`config.mk`:
```
export PLATFORM = sky130hd
export DESIGN_NAME = button_debounce
export DESIGN_NICKNAME = d
export VERILOG_FILES = /design/src/rtl/button_debounce.sv
export SDC_FILE = /design/constraint.sdc
export NUM_CORES = 1
export LEC_CHECK = 0
export ABC_AREA = 1
export ABC_CLOCK_PERIOD_IN_PS = 4500
export BUFFER_PORTS_ARGS = -buffer_cell sky130_fd_sc_hd__buf_2
export CELL_PAD_IN_SITES_DETAIL_PLACEMENT = 1
export CELL_PAD_IN_SITES_GLOBAL_PLACEMENT = 2
export CORE_MARGIN = 2
export CORE_UTILIZATION = 25
export DETAILED_ROUTE_END_ITERATION = 16
export GPL_TIMING_DRIVEN = 0
export PLACE_DENSITY = 0.57
export SYNTH_ARGS = -nofsm -noshare
export SYNTH_HDL_FRONTEND = slang
export SYNTH_SLANG_ARGS = --single-unit
```
`constraint.sdc`:
```
create_clock -name clk -period 4.5 [get_ports clk]
set_input_delay 0.9 -clock clk [delete_from_list [all_inputs] [get_ports clk]]
set_output_delay 0.9 -clock clk [all_outputs]
set_load 0.01 [all_outputs]
```
`src/rtl/button_debounce.sv`:
```
// Debounces a raw switch: 2-flop synchronizer, then a level is accepted after STABLE_CNT+1 stable edges.
// Latency STABLE_CNT+2 edges from first sample to db_level; free-running, no backpressure.
module button_debounce #(
    parameter int STABLE_CNT = 1_000_000,
    parameter int CNT_W      = 20
) (
    input  logic clk,
    input  logic reset,
    input  logic sw,
    output logic db_level,
    output logic db_tick,
    output logic busy
);

    typedef enum logic [1:0] {
        ZERO  = 2'd0,
        WAIT1 = 2'd1,
        ONE   = 2'd2,
        WAIT0 = 2'd3
    } state_t;

    localparam logic [CNT_W-1:0] CNT_LOAD = CNT_W'(STABLE_CNT - 1);

    logic             sync1_q, sync1_d;
    logic             sw_s_q, sw_s_d;
    state_t           state_q, state_d;
    logic [CNT_W-1:0] cnt_q, cnt_d;
    logic             db_level_q, db_level_d;
    logic             db_tick_q, db_tick_d;
    logic             busy_q, busy_d;

    always_comb begin
        sync1_d = sw;
        sw_s_d  = sync1_q;
        state_d = state_q;
        cnt_d   = cnt_q;

        case (state_q)
            ZERO: begin
                if (sw_s_q) begin
                    state_d = WAIT1;
                    cnt_d   = CNT_LOAD;
                end
            end
            WAIT1: begin
                if (!sw_s_q) begin
                    state_d = ZERO;
                end else if (cnt_q == '0) begin
                    state_d = ONE;
                end else begin
                    cnt_d = cnt_q - CNT_W'(1);
                end
            end
            ONE: begin
                if (!sw_s_q) begin
                    state_d = WAIT0;
                    cnt_d   = CNT_LOAD;
                end
            end
            WAIT0: begin
                if (sw_s_q) begin
                    state_d = ONE;
                end else if (cnt_q == '0) begin
                    state_d = ZERO;
                end else begin
                    cnt_d = cnt_q - CNT_W'(1);
                end
            end
            default: begin
                state_d = ZERO;
            end
        endcase

        // Outputs are decoded from the next state so they line up with the state register.
        db_level_d = (state_d == ONE) || (state_d == WAIT0);
        busy_d     = (state_d == WAIT1) || (state_d == WAIT0);
        db_tick_d  = (state_q == WAIT1) && (state_d == ONE);
    end

    always_ff @(posedge clk) begin
        if (reset) begin
            sync1_q    <= 1'b0;
            sw_s_q     <= 1'b0;
            state_q    <= ZERO;
            cnt_q      <= '0;
            db_level_q <= 1'b0;
            db_tick_q  <= 1'b0;
            busy_q     <= 1'b0;
        end else begin
            sync1_q    <= sync1_d;
            sw_s_q     <= sw_s_d;
            state_q    <= state_d;
            cnt_q      <= cnt_d;
            db_level_q <= db_level_d;
            db_tick_q  <= db_tick_d;
            busy_q     <= busy_d;
        end
    end

    assign db_level = db_level_q;
    assign db_tick  = db_tick_q;
    assign busy     = busy_q;

endmodule
```
Word level (Yosys, flattened, before mapping)
Cells that the tools add are included.
{"block": "classes", "muxes": 13, "shift": 0, "addsub": 1, "bitwise": 0, "order_cmp": 0, "multipliers": 0, "div_mod_pow": 0, "eq_ne": 10, "n_reduce_logical": 6}
{"operator": "20-bit two-way mux", "count": 5}
{"operator": "20-bit case mux with 4 select lines", "count": 1}
{"operator": "20-bit zero test", "count": 1}
{"operator": "20-bit by 1-bit subtractor with 20-bit output, second input constant", "count": 1}
{"operator": "2-bit two-way mux", "count": 6}
{"operator": "2-bit equality test, second input constant", "count": 4}
{"operator": "2-bit != test, second input constant", "count": 4}
{"operator": "2-bit case mux with 4 select lines", "count": 1}
{"operator": "2-bit by 1-bit equality test with 1-bit output, second input constant", "count": 2}
{"operator": "4-bit AND reduction", "count": 1}
{"operator": "2-bit zero test", "count": 1}
{"operator": "1-bit logical OR", "count": 2}
{"operator": "1-bit logical AND", "count": 1}
{"block": "word_totals", "mem_bits_ro": 0, "latch_bits": 0, "ram_bits": 0, "in_bits": 3, "reg_bits": 27, "mem_count": 0, "out_inout_bits": 3}

Longest topological paths before layout
Gate-level depths: netlist (run 1).
{"block": "depth", "word_depth": 6, "ltp_mapped": 12, "mapped_depth_nobuf": 11}

Least setup slack after synthesis (run 1)
Ideal clock, no wire load.
{"block": "synth_path", "path_kind": "reg-to-reg", "from": "register cnt_q[0]", "to": "register cnt_q[1]", "path_slack_ns": 2.911, "arrival_time_ns": 1.462, "stages_incl_launch_ff": 13, "path_buffers": 1, "required_ns": 4.373, "path_cell_list": "dfxtp_1 inv_1 ha_1 nand2_4 nor2_8 nand3_4 nand2_4 inv_4 buf_6 nand2_4 inv_2 nand2_2 o31ai_2"}
{"block": "synth_via", "elab_chain_len": 4, "elab_cells_between_ends": 6, "cone_classes": "add/sub: 1; mux: 4; reduce/logical: 1"}
{"item": "start, declared", "line_no": "27", "text": "logic [CNT_W-1:0] cnt_q, cnt_d;"}
{"item": "start signal, assigned", "line_no": "93", "text": "cnt_q <= cnt_d;"}
{"item": "20-bit by 1-bit subtractor with 20-bit output or 20-bit zero test (tied branches)"}
{"item": "20-bit two-way mux *", "line_no": "48, 63"}
{"item": "20-bit two-way mux, on equally long branches", "line_no": "61, 46"}
{"item": "20-bit case mux with 4 select lines *", "line_no": "38", "text": "case (state_q)"}
Mark *: on every way between the ends. The rest lies on a longest branch, timed or not. The select of a mux whose other input is x is not followed.
A chain may end at the register's enable or synchronous reset.

Final worst setup path (run 1)
Ends and elaborated chain as after synthesis.

==> results of run 1 <==
[cell type report]
| type | instances | area [um^2] | share of cell area |
|---|---|---|---|
| Multi-Input combinational cell | 167 | 860.8 | 0.4950 |
| Sequential cell | 26 | 520.5 | 0.2993 |
| Inverter | 33 | 126.4 | 0.07266 |
| Tap cell | 75 | 93.84 | 0.05396 |
| Clock buffer | 3 | 41.29 | 0.02374 |
| Buffer | 6 | 41.29 | 0.02374 |
| Clock inverter | 1 | 30.03 | 0.01727 |
| Timing Repair Buffer | 5 | 25.02 | 0.01439 |
[how the worst max path moves through the flow]
stage / endpoint / slack (ns) / from / depth (start not counted)
2_1_floorplan: cnt_q[1]$_SDFFE_PP0P_ / 2.91 / cnt_q[0]$_SDFFE_PP0P_ / 12
3_3_place_gp: cnt_q[1]$_SDFFE_PP0P_ / 2.59 / cnt_q[0]$_SDFFE_PP0P_ / 12
3_5_place_dp: cnt_q[1]$_SDFFE_PP0P_ / 2.61 / cnt_q[0]$_SDFFE_PP0P_ / 12
4_1_cts: cnt_q[1]$_SDFFE_PP0P_ / 2.60 / cnt_q[0]$_SDFFE_PP0P_ / 12
5_1_grt: cnt_q[1]$_SDFFE_PP0P_ / 2.48 / cnt_q[0]$_SDFFE_PP0P_ / 12
6_report: cnt_q[1]$_SDFFE_PP0P_ / 2.63 / cnt_q[0]$_SDFFE_PP0P_ / 12
[cell usage after synthesis, drive strengths merged]
library cell  number
a21oi             13
nor2              48
nand3             27
o21ai              3
nand4              4
inv               33
nor4               1
buf                3
nand2             60
xnor2              2
clkbuf             3
xor2               3
ha                 1
dfxtp             26
o31ai              4
a21boi             1
[placed cells by master, fill, tap and decap left out]
master,n
buf_6,2
o31ai_1,2
o21ai_0,2
a21oi_1,12
xor2_1,3
inv_1,31
nand3_1,26
buf_4,1
nor2_8,1
inv_4,1
nand4_1,4
nor4_1,1
nand2_4,3
o31ai_2,2
o21ai_1,1
nand2_1,51
bufinv_16,1
clkbuf_8,3
ha_1,1
nand2_2,6
a21boi_0,1
nor2_4,2
dfxtp_1,26
nor2_1,37
a21oi_2,1
nand3_4,1
nor2_2,8
clkbuf_1,3
xnor2_1,2
buf_2,5
inv_2,1
[per-layer routing]
metal  vias up  share of wire
met5         -              0
met4         0         0.0090
met3         4         0.0088
met2         5           0.47
met1       619           0.51
li1        751              -
[power groups by stage]
| stage | sequential (W) | combinational (W) | clock, W |
|---|---|---|---|
| detailed placement | 0.000255 | 0.000141 | 0 |
| floorplan | 0.000252 | 0.000110 | 0 |
| global route | 0.000251 | 0.000160 | 0.000225 |
| CTS | 0.000250 | 0.000142 | 0.000215 |
| global placement | 0.000255 | 0.000142 | 0 |
| finish | 0.000250 | 0.000139 | 0.000207 |
[cells by family after synthesis]
group | count (synthesis) | synth area share
AND/OR/NAND/NOR | 140 | 0.4346
buffers and inverters | 39 | 0.1082
flip-flops | 26 | 0.3360
AO/OA/AOI/OAI | 21 | 0.08481
XOR/XNOR | 5 | 0.02828
adder cells (fa/ha/maj) | 1 | 0.008076
[through the flow]
| stage | setup slack [ns] | hold slack (ns) | instance area, um^2 | std cells | util |
|---|---|---|---|---|---|
| after floorplan | 2.911 | 0.3883 | 1549 | 232 | - |
| after global placement | 2.594 | 0.3937 | 1668 | 312 | 0.2800 |
| after detailed placement | 2.611 | 0.4157 | 1668 | 312 | 0.2800 |
| after CTS | 2.598 | 0.4317 | 1739 | 316 | 0.2920 |
| after global routing | 2.479 | 0.4636 | 1739 | 316 | 0.2920 |
| final | 2.633 | 0.4248 | 1739 | 316 | 0.2920 |
[sequential cells by signal, indices dropped and copies added, names as in the netlist]
name     flops
cnt_q       20
state_q      2
busy         1
db_tick      1
sw_s_d       1
sw_s_q       1
[worst min-delay path: stages, from the launching register on]
cell     delay [ns]
dfxtp_1        0.31
inv_1          0.04
nor2_1         0.04
==> impl_metrics.json, run 1 <==
{
  "reg2reg_to": "cnt_q[1]$_SDFFE_PP0P_",
  "globalRouteMet2Util": 0.2427,
  "p_leak_nw": 0.7696,
  "netlist_instances": 232,
  "area_delta_synth_final_pct": 12.28,
  "fin_worst_skew_ns": 0.002278,
  "worstPathMaxFanout": 10,
  "io_pins": 6,
  "routedWlPerCell_um": 14.03,
  "combPwrFrac": 0.233,
  "rr_worst_depth": 12,
  "yosys.cell_types.count": 28,
  "nNetsFinal": 246,
  "critPathSlowestCell": "dfxtp_1",
  "end_kind": "register",
  "cts_max_level": 1,
  "hp-class": "register to register",
  "synthTopCellsByArea": "dfxtp_1, nand2_1, nor2_1",
  "busiest_layer": "met2",
  "grt_usage": 0.1462,
  "yosysSeqAreaShare": 0.3360,
  "cts.sinks": 26,
  "insertion_delay_ns": 0.28,
  "crit_required_ns": 4.67,
  "row_count": 28,
  "drt-total-wl_um": 4433,
  "grt_util_met3": 0.01630,
  "clk_path_buf_depth": 2,
  "grt_pass1_wl_um": 7320,
  "slew-limit-headroom": 0.6065,
  "crit_path_frequent_cell": "nand2_4",
  "powerDensity_mw_per_mm2": 342.5,
  "fin_tns_setup_ns": 0,
  "yosysTopAreaCell": "dfxtp_1",
  "p_seq_frac": 0.419,
  "dp_hpwl_um": 3387,
  "critPathKind": "register to register",
  "power_w": 0.0005957,
  "yosysWarnings": 0,
  "period_minus_slack_ns": 1.867,
  "cts_tree": "built",
  "setup_viol": 0,
  "vias_per_cell": 4.364,
  "dieArea_mm2": 0.006842,
  "first_pass_iters": 4,
  "fmax_mhz": 535.6,
  "clockPowerShare": 0.348,
  "max_cap_viol_count": 0,
  "cpPeakStageDelay_ns": 0.32,
  "grt_pass1_vias": 1427,
  "worstHoldStart": "sw_s_d$_SDFF_PP0_",
  "p_int_w": 0.0004057,
  "slew_violations": 0,
  "min_to": "sw_s_q$_SDFF_PP0_",
  "rsz0062_at_grt": "no",
  "gp_congestion": 0.6789,
  "die_w_um": 82.72,
  "startpoint_type": "register",
  "cp_top_family": "simple AND/OR/NAND/NOR gates",
  "antenna_found_initial": 0,
  "switching_power_w": 0.0001900,
  "post-route-period-util": 0.4149,
  "post_cts_buffers": 0,
  "rrSetupSlack_ns": 2.63,
  "io_buffers": 5,
  "core_mm2": 0.005956,
  "hold_viol": 0,
  "cp.arrival_ns": 2.03,
  "grt_max_degree": 16,
  "synth_nets": 236,
  "status": "finished clean",
  "dieHeight_um": 82.72,
  "antenna_cells": 0,
  "grt_overflow": 0,
  "cts_hold_buf": 0,
  "drc": 0,
  "cp_cell_sequence": "inv_1 -> ha_1 -> nand2_4 -> nor2_8 -> nand3_4 -> nand2_4 -> inv_4 -> buf_6 -> nand2_4 -> inv_2 -> nand2_2 -> o31ai_2",
  "grtUsageMet1": 0.2003,
  "filler_cell_count": 765,
  "postRouteAntennaNets": 0,
  "whs_path_depth": 2,
  "cts.clk_slew.worst_paths_ns": 0.11,
  "ir_drop_mv": 0.1621,
  "ys_seq_elements": 26,
  "r2r_start": "cnt_q[0]$_SDFFE_PP0P_",
  "netSwitchingFraction": 0.3190,
  "cts_resized": 0,
  "cts_buffers": 3,
  "syn_avg_cell_area_um2": 6.677,
  "synth_top_area_share": 0.3360,
  "vias": 1379,
  "syn_area_mm2": 0.001549,
  "critPathBufInv": 4,
  "drt_iter0_drc": 29,
  "tightest_slew_ns": 0.5902,
  "root_buffer": "clkbuf_8",
  "start_util": 0.2601,
  "layout-drive-gt1-share": 0.1577
}
No activity file was read; power rests on OpenSTA's default activity.
==> run 2: changes to the inputs <==
--- a/config.mk
+++ b/config.mk
@@ -6,7 +6,7 @@
 export NUM_CORES = 1
 export LEC_CHECK = 0
 export ABC_AREA = 1
-export ABC_CLOCK_PERIOD_IN_PS = 4500
+export ABC_CLOCK_PERIOD_IN_PS = 1680
 export BUFFER_PORTS_ARGS = -buffer_cell sky130_fd_sc_hd__buf_2
 export CELL_PAD_IN_SITES_DETAIL_PLACEMENT = 1
 export CELL_PAD_IN_SITES_GLOBAL_PLACEMENT = 2
@@ -14,7 +14,7 @@
 export CORE_UTILIZATION = 25
 export DETAILED_ROUTE_END_ITERATION = 16
 export GPL_TIMING_DRIVEN = 0
-export PLACE_DENSITY = 0.57
+export PLACE_DENSITY = 0.6
 export SYNTH_ARGS = -nofsm -noshare
 export SYNTH_HDL_FRONTEND = slang
 export SYNTH_SLANG_ARGS = --single-unit
==> constraint.sdc (replaced) <==
create_clock -name clk -period 1.68 [get_ports clk]
set_input_delay 0.336 -clock clk [delete_from_list [all_inputs] [get_ports clk]]
set_output_delay 0.336 -clock clk [all_outputs]
set_load 0.01 [all_outputs]
==> run 2 against run 1 <==
Against the previous run: count of clock-buffer cells in the layout unchanged; hold slack worse by 0.17 ns; final cell count up 4.7%; first-iteration DRC count up 3.4%; flip-flop and latch count unchanged; largest cell class unchanged.
==> impl_metrics.json, run 2 (synthesis gave the netlist of run 1 again) <==
{
  "grt_max_degree": 16,
  "grt_usage": 0.1503,
  "final_core_util": 0.3237,
  "cts.clk_slew.worst_paths_ns": 0.10,
  "nNetsFinal": 261,
  "top_regs": "cnt_q: 20 flops, state_q: 2 flops",
  "grt_pass1_wl_um": 7514,
  "p_leak_nw": 0.8585,
  "drt_iter0_drc": 30,
  "final_cells": 331,
  "vias_per_cell": 4.450,
  "cts_max_level": 1,
  "ir_drop_mv": 0.3642,
  "antenna_found_initial": 0,
  "root_buffer": "clkbuf_8",
  "crit_required_ns": 1.84,
  "dp_hpwl_um": 3401,
  "fmax_mhz": 638.0,
  "layout_common_cells": "nand2_1, nor2_1, inv_1, nand3_1, dfxtp_1",
  "largest_register_ffs": 20,
  "tightest_slew_ns": 0.6240,
  "worst_slack_ns": 0.1127,
  "powerDensity_mw_per_mm2": 870.3,
  "dieArea_mm2": 0.006842,
  "max_cap_viol_count": 0,
  "grt_pass1_vias": 1458,
  "end_kind": "register",
  "cts.sinks": 26,
  "cts_buffers": 3,
  "fin_worst_skew_ns": 0.005849,
  "layout.cells.most_common": "nand2_1",
  "start_util": 0.2601,
  "setup_viol": 0,
  "core_mm2": 0.005956,
  "drc": 0,
  "critPathKind": "register to register",
  "cts_hold_buf": 0,
  "dieHeight_um": 82.72,
  "status": "finished clean",
  "slew_violations": 0,
  "cp.arrival_ns": 1.73,
  "insertion_delay_ns": 0.28,
  "worstPathMaxFanout": 10,
  "io_buffers": 5,
  "largest-register": "cnt_q",
  "post-route-period-util": 0.9329,
  "layout-drive-gt1-share": 0.2656,
  "hold_viol": 0,
  "power_w": 0.001678,
  "area_delta_synth_final_pct": 24.47,
  "clk_path_buf_depth": 2,
  "startpoint_type": "register",
  "hp-class": "input port to register",
  "slew-limit-headroom": 0.5840,
  "drt-total-wl_um": 4610,
  "die_w_um": 82.72,
  "grt_overflow": 0,
  "first_pass_iters": 3,
  "vias": 1473,
  "gp_congestion": 0.6979,
  "dp_slack_ns": -0.2024,
  "postRouteAntennaNets": 0,
  "holdWs_ns": 0.2548,
  "filler_cell_count": 762,
  "routedWlPerCell_um": 13.93,
  "placed_cells": 312,
  "io_pins": 6,
  "cts_tree": "built",
  "row_count": 28,
  "antenna_cells": 0,
  "period_minus_slack_ns": 1.567
}
run 2: metal layers:
| metal | vias to the layer above | track usage | routed length [um] |
|---|---|---|---|
| met2 | 4 | 0.2468 | 2175 |
| met1 | 690 | 0.2053 | 2345 |
| li1 | 777 | - | - |
| met4 | 0 | 0.02951 | 27 |
| met5 | - | 0 | 0 |
| met3 | 2 | 0.02935 | 62 |
run 2: metrics by stage:
stage | area, um^2 | TNS (ns)
after detailed placement | 1668 | -2.287
after floorplan | 1549 | 0
final | 1928 | 0
after global placement | 1668 | -2.467
after global routing | 1928 | -0.04685
after CTS | 1788 | 0
run 2: worst paths after layout:
| path | slack [ns] | cells past startpoint | startpoint | end |
|---|---|---|---|---|
| setup reg to reg | 0.11 | 11 | cnt_q[8]$_SDFFE_PP0P_ | cnt_q[1]$_SDFFE_PP0P_ |
| hold reg to reg | 0.41 | 2 | sw_s_d$_SDFF_PP0_ | sw_s_q$_SDFF_PP0_ |
| hold / removal | 0.25 | 3 | sw | sw_s_d$_SDFF_PP0_ |
| setup / recovery | 0.11 | 11 | cnt_q[8]$_SDFFE_PP0P_ | cnt_q[1]$_SDFFE_PP0P_ |
run 2: critical path: stages (launching register included):
cell and delay, ns:
dfxtp_2 0.38, nor2_4 0.14, nand2_2 0.09, nor2_4 0.17
nand3_4 0.13, nand2_8 0.11, inv_4 0.04, buf_8 0.14
nand2_4 0.07, inv_2 0.05, nand2_2 0.06, o31ai_2 0.05
run 2: timing repair:
item,CTS,global route
setup endpoints to repair,21,19
pin swaps,1,5
resized for setup,6,16
setup buffers,2,13
cloned,0,0
run 2: power by group:
part	internal (W)	total, W	switching [W]
Sequential	0.000643	0.000674	0.0000307
Clock	0.000319	0.000540	0.000221
Combinational	0.000195	0.000464	0.000269
run 2: cell type report:
| class | instances | area (um^2) | share of cell area |
|---|---|---|---|
| buffer | 6 | 45.04 | 0.02336 |
| clock buffer | 3 | 41.29 | 0.02141 |
| clock inverter | 1 | 30.03 | 0.01557 |
| inverter | 33 | 126.4 | 0.06554 |
| multi-input combinational | 167 | 927.1 | 0.4809 |
| sequential | 26 | 526.8 | 0.2732 |
| tap | 75 | 93.84 | 0.04867 |
| timing repair buffer | 20 | 137.6 | 0.07138 |
